===== src/rtl/cpu_pkg.sv =====
// Shared datapath types for the 8-bit CPU: operand/result width, register index width
// and the packed status-flag pair.
package cpu_pkg;

  localparam int DATA_BITS     = 8;
  localparam int REG_ADDR_BITS = 4;

  typedef logic [DATA_BITS-1:0]     data_t;
  typedef logic [REG_ADDR_BITS-1:0] reg_addr_t;

  typedef struct packed {
    logic carry;
    logic zero;
  } flags_t;

endpackage


===== src/rtl/status_flags.sv =====
// Carry/zero status flops captured from the ALU; loaded only when flags_we is high,
// cleared asynchronously by reset.
module status_flags
  import cpu_pkg::*;
(
  input  logic   clk,
  input  logic   reset,
  input  logic   flags_we,
  input  flags_t flags_next,
  output flags_t flags
);

  always_ff @(posedge clk or posedge reset) begin
    if (reset) begin
      flags <= '0;
    end else if (flags_we) begin
      flags <= flags_next;
    end
  end

endmodule


===== src/rtl/reg_file_flags.sv =====
// Architectural register file (two combinational read ports, one write port) plus status flags.
// Define REGFILE_BYPASS_EN to forward same-cycle write data onto a matching read port.
module reg_file_flags
  import cpu_pkg::*;
#(
  parameter int DATA_BITS = cpu_pkg::DATA_BITS,
  parameter int ADDR_BITS = cpu_pkg::REG_ADDR_BITS
) (
  input  logic                 clk,
  input  logic                 reset,
  input  logic [ADDR_BITS-1:0] rd_addr_a,
  input  logic [ADDR_BITS-1:0] rd_addr_b,
  output logic [DATA_BITS-1:0] rd_data_a,
  output logic [DATA_BITS-1:0] rd_data_b,
  input  logic                 wr_en,
  input  logic [ADDR_BITS-1:0] wr_addr,
  input  logic [DATA_BITS-1:0] wr_data,
  input  logic                 flags_we,
  input  logic                 carry_in,
  input  logic                 zero_in,
  output logic                 carry_flag,
  output logic                 zero_flag
);

  localparam int NUM_REGS = 2 ** ADDR_BITS;

  logic [DATA_BITS-1:0] regs [NUM_REGS];
  logic [DATA_BITS-1:0] stored_a;
  logic [DATA_BITS-1:0] stored_b;
  flags_t               flags_next;
  flags_t               flags;

  // Register 0 is an ordinary register; nothing is hardwired.
  always_ff @(posedge clk or posedge reset) begin
    if (reset) begin
      for (int i = 0; i < NUM_REGS; i++) begin
        regs[i] <= '0;
      end
    end else if (wr_en) begin
      regs[wr_addr] <= wr_data;
    end
  end

  assign stored_a = regs[rd_addr_a];
  assign stored_b = regs[rd_addr_b];

`ifdef REGFILE_BYPASS_EN
  always_comb begin
    rd_data_a = stored_a;
    rd_data_b = stored_b;
    if (wr_en && (wr_addr == rd_addr_a)) rd_data_a = wr_data;
    if (wr_en && (wr_addr == rd_addr_b)) rd_data_b = wr_data;
  end
`else
  // Same-cycle write to the read address shows the old value until the edge.
  assign rd_data_a = stored_a;
  assign rd_data_b = stored_b;
`endif

  assign flags_next.carry = carry_in;
  assign flags_next.zero  = zero_in;

  status_flags u_status_flags (
    .clk       (clk),
    .reset     (reset),
    .flags_we  (flags_we),
    .flags_next(flags_next),
    .flags     (flags)
  );

  assign carry_flag = flags.carry;
  assign zero_flag  = flags.zero;

endmodule


===== config.mk =====
export PLATFORM = sky130hd
export DESIGN_NAME = reg_file_flags
export DESIGN_NICKNAME = d
export VERILOG_FILES = /design/src/rtl/cpu_pkg.sv /design/src/rtl/status_flags.sv /design/src/rtl/reg_file_flags.sv
export SDC_FILE = /design/constraint.sdc
export NUM_CORES = 1
export LEC_CHECK = 0
export CAP_MARGIN = 20
export CORE_UTILIZATION = 42
export DETAILED_ROUTE_END_ITERATION = 7
export GPL_ROUTABILITY_DRIVEN = 0
export PLACE_DENSITY_LB_ADDON = 0.05
export REMOVE_ABC_BUFFERS = 1
export SKIP_LAST_GASP = 1
export SYNTH_ARGS = -nofsm -noshare
export SYNTH_HDL_FRONTEND = slang
export SYNTH_SLANG_ARGS = --single-unit

===== constraint.sdc =====
create_clock -name clk -period 3.8 [get_ports clk]
set_input_delay 0.57 -clock clk [delete_from_list [all_inputs] [get_ports clk]]
set_output_delay 0.57 -clock clk [all_outputs]
set_load 0.01 [all_outputs]

### Yosys cells after proc, flatten, opt, wreduce, memory -nomap -nowiden

Cells that the tools add are included.

| cells by class | value |
|---|---|
| order comparisons | 4 |
| muxes and demuxes | 9 |
| bitwise operators | 3 |
| reductions and logical operators | 1 |

Operators with widths:

| kind | count |
|---|---|
| $bwmux 128 | 1 |
| $bmux 8 s4 | 2 |
| $mux 8 | 5 |
| $demux 8 s4 | 1 |
| $ge 5x5->1 const B | 3 |
| $not 4->5 | 3 |
| $lt 5x1->1 const B | 1 |
| $logic_and 1x1->1 | 1 |

| word-level totals | value |
|---|---|
| flip-flop bits (word level) | 130 |
| input bits | 26 |
| output and inout port bits | 18 |
| word-level logic and storage cells | 35 |

### Depth between registers and ports, before layout

Gate-level depths: netlist of the first run.

| depth | value |
|---|---|
| depth in word-level cells | 6 |
| depth in mapped cells | 5 |
| mapped depth without buffers | 3 |

### Cells and area by module

A second synthesis of the first run with hierarchy kept.

| second synthesis, totals | value |
|---|---|
| cell total of the unflattened synthesis | 443 |
| area, all modules | 6835.3 um^2 |

By module, submodules not included:

| module | times used | cells each | area each (um^2) |
|---|---|---|---|
| reg_file_flags | 1 | 438 | 6759.0 |
| status_flags | 1 | 5 | 76.3 |

### Worst setup path before layout of the first run

Ideal clock, no wire load.

| timing path | value |
|---|---|
| path type | input to output |
| from | in rd_addr_a[0] |
| to | out rd_data_a[1] |
| arrival | 1.812 ns |
| path slack | 1.418 ns |
| stages | 5 |
| path through | buf_2 > buf_2 > mux4_2 > a22oi_1 > nand2_1 |

| on the way | value |
|---|---|
| longest elaborated chain between the ends | 4 |

Ends and longest elaborated chain:

| what | RTL line | source |
|---|---|---|
| from (decl) | reg_file_flags.sv:11 | `input logic [ADDR_BITS-1:0] rd_addr_a,` |
| $not 4->5 (not written as such) | reg_file_flags.sv:44 | `assign stored_a = regs[rd_addr_a];` |
| $bmux 8 s4 | reg_file_flags.sv:44 |  |
| $mux 8 (not written as such) (2 in a row) | reg_file_flags.sv:44 |  |
| to (decl) | reg_file_flags.sv:13 | `output logic [DATA_BITS-1:0] rd_data_a,` |

Every way passes these cells. The select of a mux whose other input is x is not followed.

### Final worst setup path of the first run

| timing path | value |
|---|---|
| from | in rd_addr_a[3] |
| to | out rd_data_a[5] |

The elaborated chain is that of the path after synthesis.

==> metrics.yaml, run 1 <==
cts:
  cts_buffers: 17
  cts_max_path_buffers: 2
  clock_sinks: 130
  clk_pin_slew_worst_paths_ps: 60
  cts_hold_buf: 0
  cts_resized: 0
  insertion_delay_ps: 410
  cts_setup_buffers: 0
  cts_tree: "built"
  htreeDepth: 4
  clock-root-buffer: "clkbuf_16"
sta:
  rsz0062_at_grt: "no"
  finClkSkew_ps: 0
  hold_ws_ps: 488.3
  clock.fmax_ghz: 0.3266
  finalSetupTns_ps: 0
  setup_violations: 0
  postLayoutSetupSlackWorst_ps: 738.3
  final_max_slew_viol_count: 0
  finalHoldViolCount: 0
  layout_worst_path_cycle_share_pct: 80.57
  worst_pin_slew_ps: 851.3
  slew_headroom_pct: 43.19
  timing.final.crit_period_ps: 3062
final_layout:
  fin_nets: 513
  antenna_cells: 0
  areaGrowthSynthToFinish_pct: 20.73
  stdcell_count: 716
  drive_gt1_share_pct: 51.20
detailed_routing:
  firstDrtPassIters: 4
  wl_per_cell_um: 26.57
  drcViolationCount: 0
  postRouteAntennaNets: 0
  drtIter0Drc: 306
  vias_per_cell: 5.989
  vias: 4288
  wirelength_um: 19030
worst_setup_path:
  cp.arrival_ps: 2490
  reg2reg_slack_ps: 3000
  critPathKind: "in2out"
  cp_max_fo: 8
  cp-end-kind: "primary output"
  required_ps: 3230
  critPathLaunchType: "input port"
die:
  fp.dieH_um: 129.5
  dieArea_sq_mm: 0.01678
  num_io_pins: 44
  rows: 46
  fp.dieW_um: 129.5
  start_util_pct: 43.01
  core_sq_mm: 0.01589
synth:
  synth_area_sq_mm: 0.006832
  ys_top_cells_by_area: "dfrtp_1, mux2_2, mux4_2"
  syn_inst: 442
  synth_warnings: 0
  ys_seq_area_share_pct: 47.62
  synthArstFlopShare_pct: 100.0
  synth_edf_count: 0
  synthDistinctLibCells: 22
  synth_ff_type: "dfrtp_1"
  synth_top_area_share_pct: 47.62
  synth.avg_cell_area_sq_um: 15.46
  post-synth-top-area-cell: "dfrtp_1"
  ys_ff_latch: 130
placed_design:
  dp.cells: 684
  dp_slack_ps: 744.6
  portBuffers: 43
  dpl.hpwl_um: 12110
flow_run:
  maxCapViolations: 0
run_status:
  status: "finished clean"
global_route:
  grt_use_met1_pct: 34.50
  grt_pass1_vias: 4591
  grt_usage_pct: 25.07
  grt_max_degree: 55
  global_route.usage.met3_pct: 5.326
  use_met2_pct: 40.32
  grt.busiest_layer: "met2"
  antenna_found_initial: 0
  grt_pass1_wl_um: 29280
  gr-total-overflow: 0
pwr:
  power_density_mw_per_mm2: 588.1
  p_leak_uw: 0.003364
  vdd_drop_max_mv: 0.4283
  totalPowerFinal_uw: 4851
worst_hold_path:
  hold_path.class: "in2async"
[path summary, 6_finish.rpt]
path | start | to | cells after the start
worst min-delay path | reset | regs[24]$_DFFE_PP0P_ | 2
worst min register to register | u_status_flags.flags[1]$_DFFE_PP0P_ | u_status_flags.flags[1]$_DFFE_PP0P_ | 1
min in group clk | u_status_flags.flags[1]$_DFFE_PP0P_ | u_status_flags.flags[1]$_DFFE_PP0P_ | 1
worst max register to register | regs[17]$_DFFE_PP0P_ | regs[17]$_DFFE_PP0P_ | 1
max in group asynchronous | reset | regs[113]$_DFFE_PP0P_ | 3
worst max-delay path | rd_addr_a[3] | rd_data_a[5] | 5
[power by group]
part	switching, uW	total (uW)	internal [uW]
sequential	228	1930	1710
combinational	361	1020	664
clock	623	1890	1270
[logic make-up after synthesis]
| family | count (synthesis) | share of synthesized area [%] |
|---|---|---|
| compound gates | 32 | 3.516 |
| buf+inv | 36 | 2.253 |
| flops | 130 | 47.62 |
| mux | 194 | 42.53 |
| simple gates | 50 | 4.084 |
[layout by cell type (no fill, tap or decap), types with 2 or more instances in the layout]
cell type        instances
mux2_2                 130
dfrtp_1                130
mux4_2                  64
clkdlybuf4s50_1         39
a22oi_1                 32
nand2_1                 19
clkbuf_16               17
buf_4                   13
bufinv_16                6
nor2b_1                  5
buf_12                   5
nand3_1                  4
nor2_2                   4
nor3_2                   3
nor2_1                   3
clkinv_4                 3
clkinvlp_4               3
or3_1                    2
nand2b_1                 2
nand3b_1                 2
and2_1                   2
clkbuf_8                 2
buf_2                    2
clkbuf_2                 2
[area by class of cell]
class                      instances  area [sq um]
fill                            1363          7637
multi-input combinational        276          3425
sequential                       130          3253
timing repair buffer              61         608.1
clock buffer                      20         456.7
tap                              216         270.3
clock inverter                    12         229.0
inverter                           1         6.256
[metal layers]
layer	up-vias	share of wire, %	wire [um]
met2	125	49	9394
met4	0	0.98	187
met3	13	7.2	1376
met5	-	0	0
li1	1820	-	-
met1	2330	42	8068
[critical path, stage by stage]
cell	delay [ps]
clkdlybuf4s50_1	510
and2_1	570
a22oi_1	170
nand2_1	120
clkdlybuf4s50_1	540
[sequential cells by signal, indices dropped and copies added, names as in the netlist]
signal                flops
u_status_flags.flags      2
regs                    128
[per-stage QoR]
step                      area [sq um]  util (%)
final                             8248     51.92
after global routing              8248     51.92
after global placement            7562     47.61
after floorplan                   6681         -
after detailed placement          7562     47.61
after CTS                         8248     51.92
[cell usage after synthesis, drive strengths merged, types with 2 or more instances]
cell type,number
or3,2
dfrtp,130
nand3,4
a22oi,32
mux2,130
and2,2
nor2,7
buf,19
nor3b,2
nand2b,2
nand2,19
nor2b,5
nor3,3
clkbuf,16
mux4,64
nand3b,2
(Power assumes the default switching activity.)
==> run 2, diff against run 1 <==
- clock period: 3.8 -> 2.61 ns (I/O delays scaled with it)
==> run 2 against run 1 <==
Compared with the run above: non-clock buffer count grew 28; utilization up 1.2 points; first-iteration DRC count shrank 9.2%; register-to-register slack got worse by 1200 ps; sequential power grew 46%; clock power grew 28%; setup slack worse by 650 ps; sequential cell count unchanged; critical path depth up 1; final cell count grew 3.9%; critical endpoint unchanged.
==> metrics.yaml, run 2 (synthesis gave the netlist of run 1 again) <==
cts:
  cts_buffers: 17  # unchanged
  cts_hold_buf: 0  # unchanged
  cts_max_path_buffers: 2  # unchanged
  clock-root-buffer: "clkbuf_16"
  insertion_delay_ps: 420  # about the same
  cts_setup_buffers: 0  # unchanged
  cts_tree: "built"
  htreeDepth: 4  # unchanged
  clock_sinks: 130  # unchanged
  clk_pin_slew_worst_paths_ps: 60  # about the same
die:
  dieArea_sq_mm: 0.01678  # unchanged
  core_sq_mm: 0.01589  # unchanged
  num_io_pins: 44  # unchanged
  fp.dieW_um: 129.5  # unchanged
  rows: 46  # unchanged
  start_util_pct: 43.01  # unchanged
  fp.dieH_um: 129.5  # unchanged
sta:
  finalSetupTns_ps: 0  # unchanged
  finClkSkew_ps: 0  # unchanged
  clock.fmax_ghz: 0.3962
  worst_pin_slew_ps: 644.3  # -207.0 ps
  setup_violations: 0  # unchanged
  timing.final.crit_period_ps: 2524
  finalHoldViolCount: 0  # unchanged
  slew_headroom_pct: 57.05  # +14 points
  postLayoutSetupSlackWorst_ps: 85.74  # -652.6 ps
  final_max_slew_viol_count: 0  # unchanged
  rsz0062_at_grt: "no"
  layout_worst_path_cycle_share_pct: 96.71
pwr:
  p_leak_uw: 0.003474  # +3.3%
  power_density_mw_per_mm2: 797.3  # +36%
  vdd_drop_max_mv: 0.5086  # +19%
worst_setup_path:
  cp-end-kind: "primary output"
  cp_num_buf_inv: 3  # +1
  cpMaxStageDelayCell: "clkdlybuf4s50_1"
  cp.arrival_ps: 2130  # -360 ps
  required_ps: 2220  # -1010 ps
  crit_chain: "clkdlybuf4s50_1 -> nor2b_1 -> buf_4 -> a22oi_1 -> nand2_1 -> clkdlybuf4s50_1"
  critPathLaunchType: "input port"
  cp_max_fo: 4  # -4
  critPathKind: "in2out"
  crit_top_cell: "clkdlybuf4s50_1"
  max_stage_delay_ps: 540  # -30 ps
  cpLargestDelayFamily: "buffers and inverters"
placed_design:
  portBuffers: 43  # unchanged
  dpl.hpwl_um: 12460  # +2.9%
  dp_slack_ps: 117.5  # -627.0 ps
global_route:
  gr-total-overflow: 0  # unchanged
  grt_max_degree: 43  # -22%
  antenna_found_initial: 0  # unchanged
  grt_usage_pct: 24.27  # -0.80 points
  grt_pass1_vias: 4669  # +1.7%
  grt_pass1_wl_um: 28540  # -2.5%
final_layout:
  antenna_cells: 0  # unchanged
  fin_nets: 541  # +5.5%
  drive_gt1_share_pct: 53.98  # +2.8 points
  final_core_util_pct: 53.16  # +1.2 points
  reg.largest.list: "regs x128, u_status_flags.flags x2"
  top_register: "regs"
  fill_cells: 1348  # -1.1%
  final_cell_mix: "mux2_2, dfrtp_1, mux4_2"
  areaGrowthSynthToFinish_pct: 23.61
  multi_input_area_sq_mm: 0.003430  # +0.15%
  seqCellArea_sq_mm: 0.003253  # unchanged
  largest_reg_flops: 128  # unchanged
run_status:
  status: "finished clean"
worst_hold_path:
  hold_path.class: "in2async"
detailed_routing:
  drcViolationCount: 0  # unchanged
  firstDrtPassIters: 5  # +1
  vias: 4386  # +2.3%
  drtIter0Drc: 278  # -9.2%
  postRouteAntennaNets: 0  # unchanged
  vias_per_cell: 5.895  # -1.6%
  wl_per_cell_um: 24.60  # -7.4%
  wirelength_um: 18300  # -3.8%
flow_run:
  maxCapViolations: 0  # unchanged
[run 2: changes by cell type in the layout (fill, tap and decap cells not counted), sizes merged]
cell,delta
buf,+28
clkinvlp,+4
clkbuf,-1
bufinv,-3
[run 2: power by group]
group	switching, uW	internal (uW)
Clock	893	1520
Sequential	325	2490
Combinational	518	990
Total	1730	5000
[run 2: per-layer routing]
layer	share of wire [%]	vias to the layer above	track usage, %
li1	-	1892	-
met1	42	2328	31.14
met2	50	137	40.23
met3	5.2	29	5.780
met4	2.1	0	8.960
met5	0	-	0
[run 2: stage by stage]
stage                     total power (uW)  hold slack (ps)  instance area (sq um)  instances
after floorplan                       3773            491.1                   6681        407
after global placement                4293            489.9                   7835        712
after detailed placement              4351            503.8                   7835        712
after CTS                             6787            404.8                   8439        744
after global routing                  7065            437.5                   8444        744
final                                 6733            389.6                   8444        744
[run 2: repair_timing]
action	in CTS	in global routing
endpoints found under the setup margin	0	1
endpoints found under the hold margin	0	0
resized for setup	0	1
[run 2: area by class of cell]
type / instances / area share [%]
clock buffer: 19 / 5.245
clock inverter: 13 / 1.911
inverter: 1 / 0.07409
multi-input combinational: 276 / 40.61
sequential: 130 / 38.52
tap: 216 / 3.200
timing repair buffer: 89 / 10.43
[run 2: final timing paths]
path,startpoint,end,slack [ps],cells after the start
worst min register to register,u_status_flags.flags[1]$_DFFE_PP0P_,u_status_flags.flags[1]$_DFFE_PP0P_,510,1
max in group asynchronous,reset,regs[95]$_DFFE_PP0P_,1510,3
worst max-delay path,rd_addr_a[3],rd_data_a[5],90,6
min in group clk,u_status_flags.flags[1]$_DFFE_PP0P_,u_status_flags.flags[1]$_DFFE_PP0P_,510,1
worst min-delay path,reset,u_status_flags.flags[1]$_DFFE_PP0P_,390,2
worst max register to register,regs[92]$_DFFE_PP0P_,regs[92]$_DFFE_PP0P_,1820,1
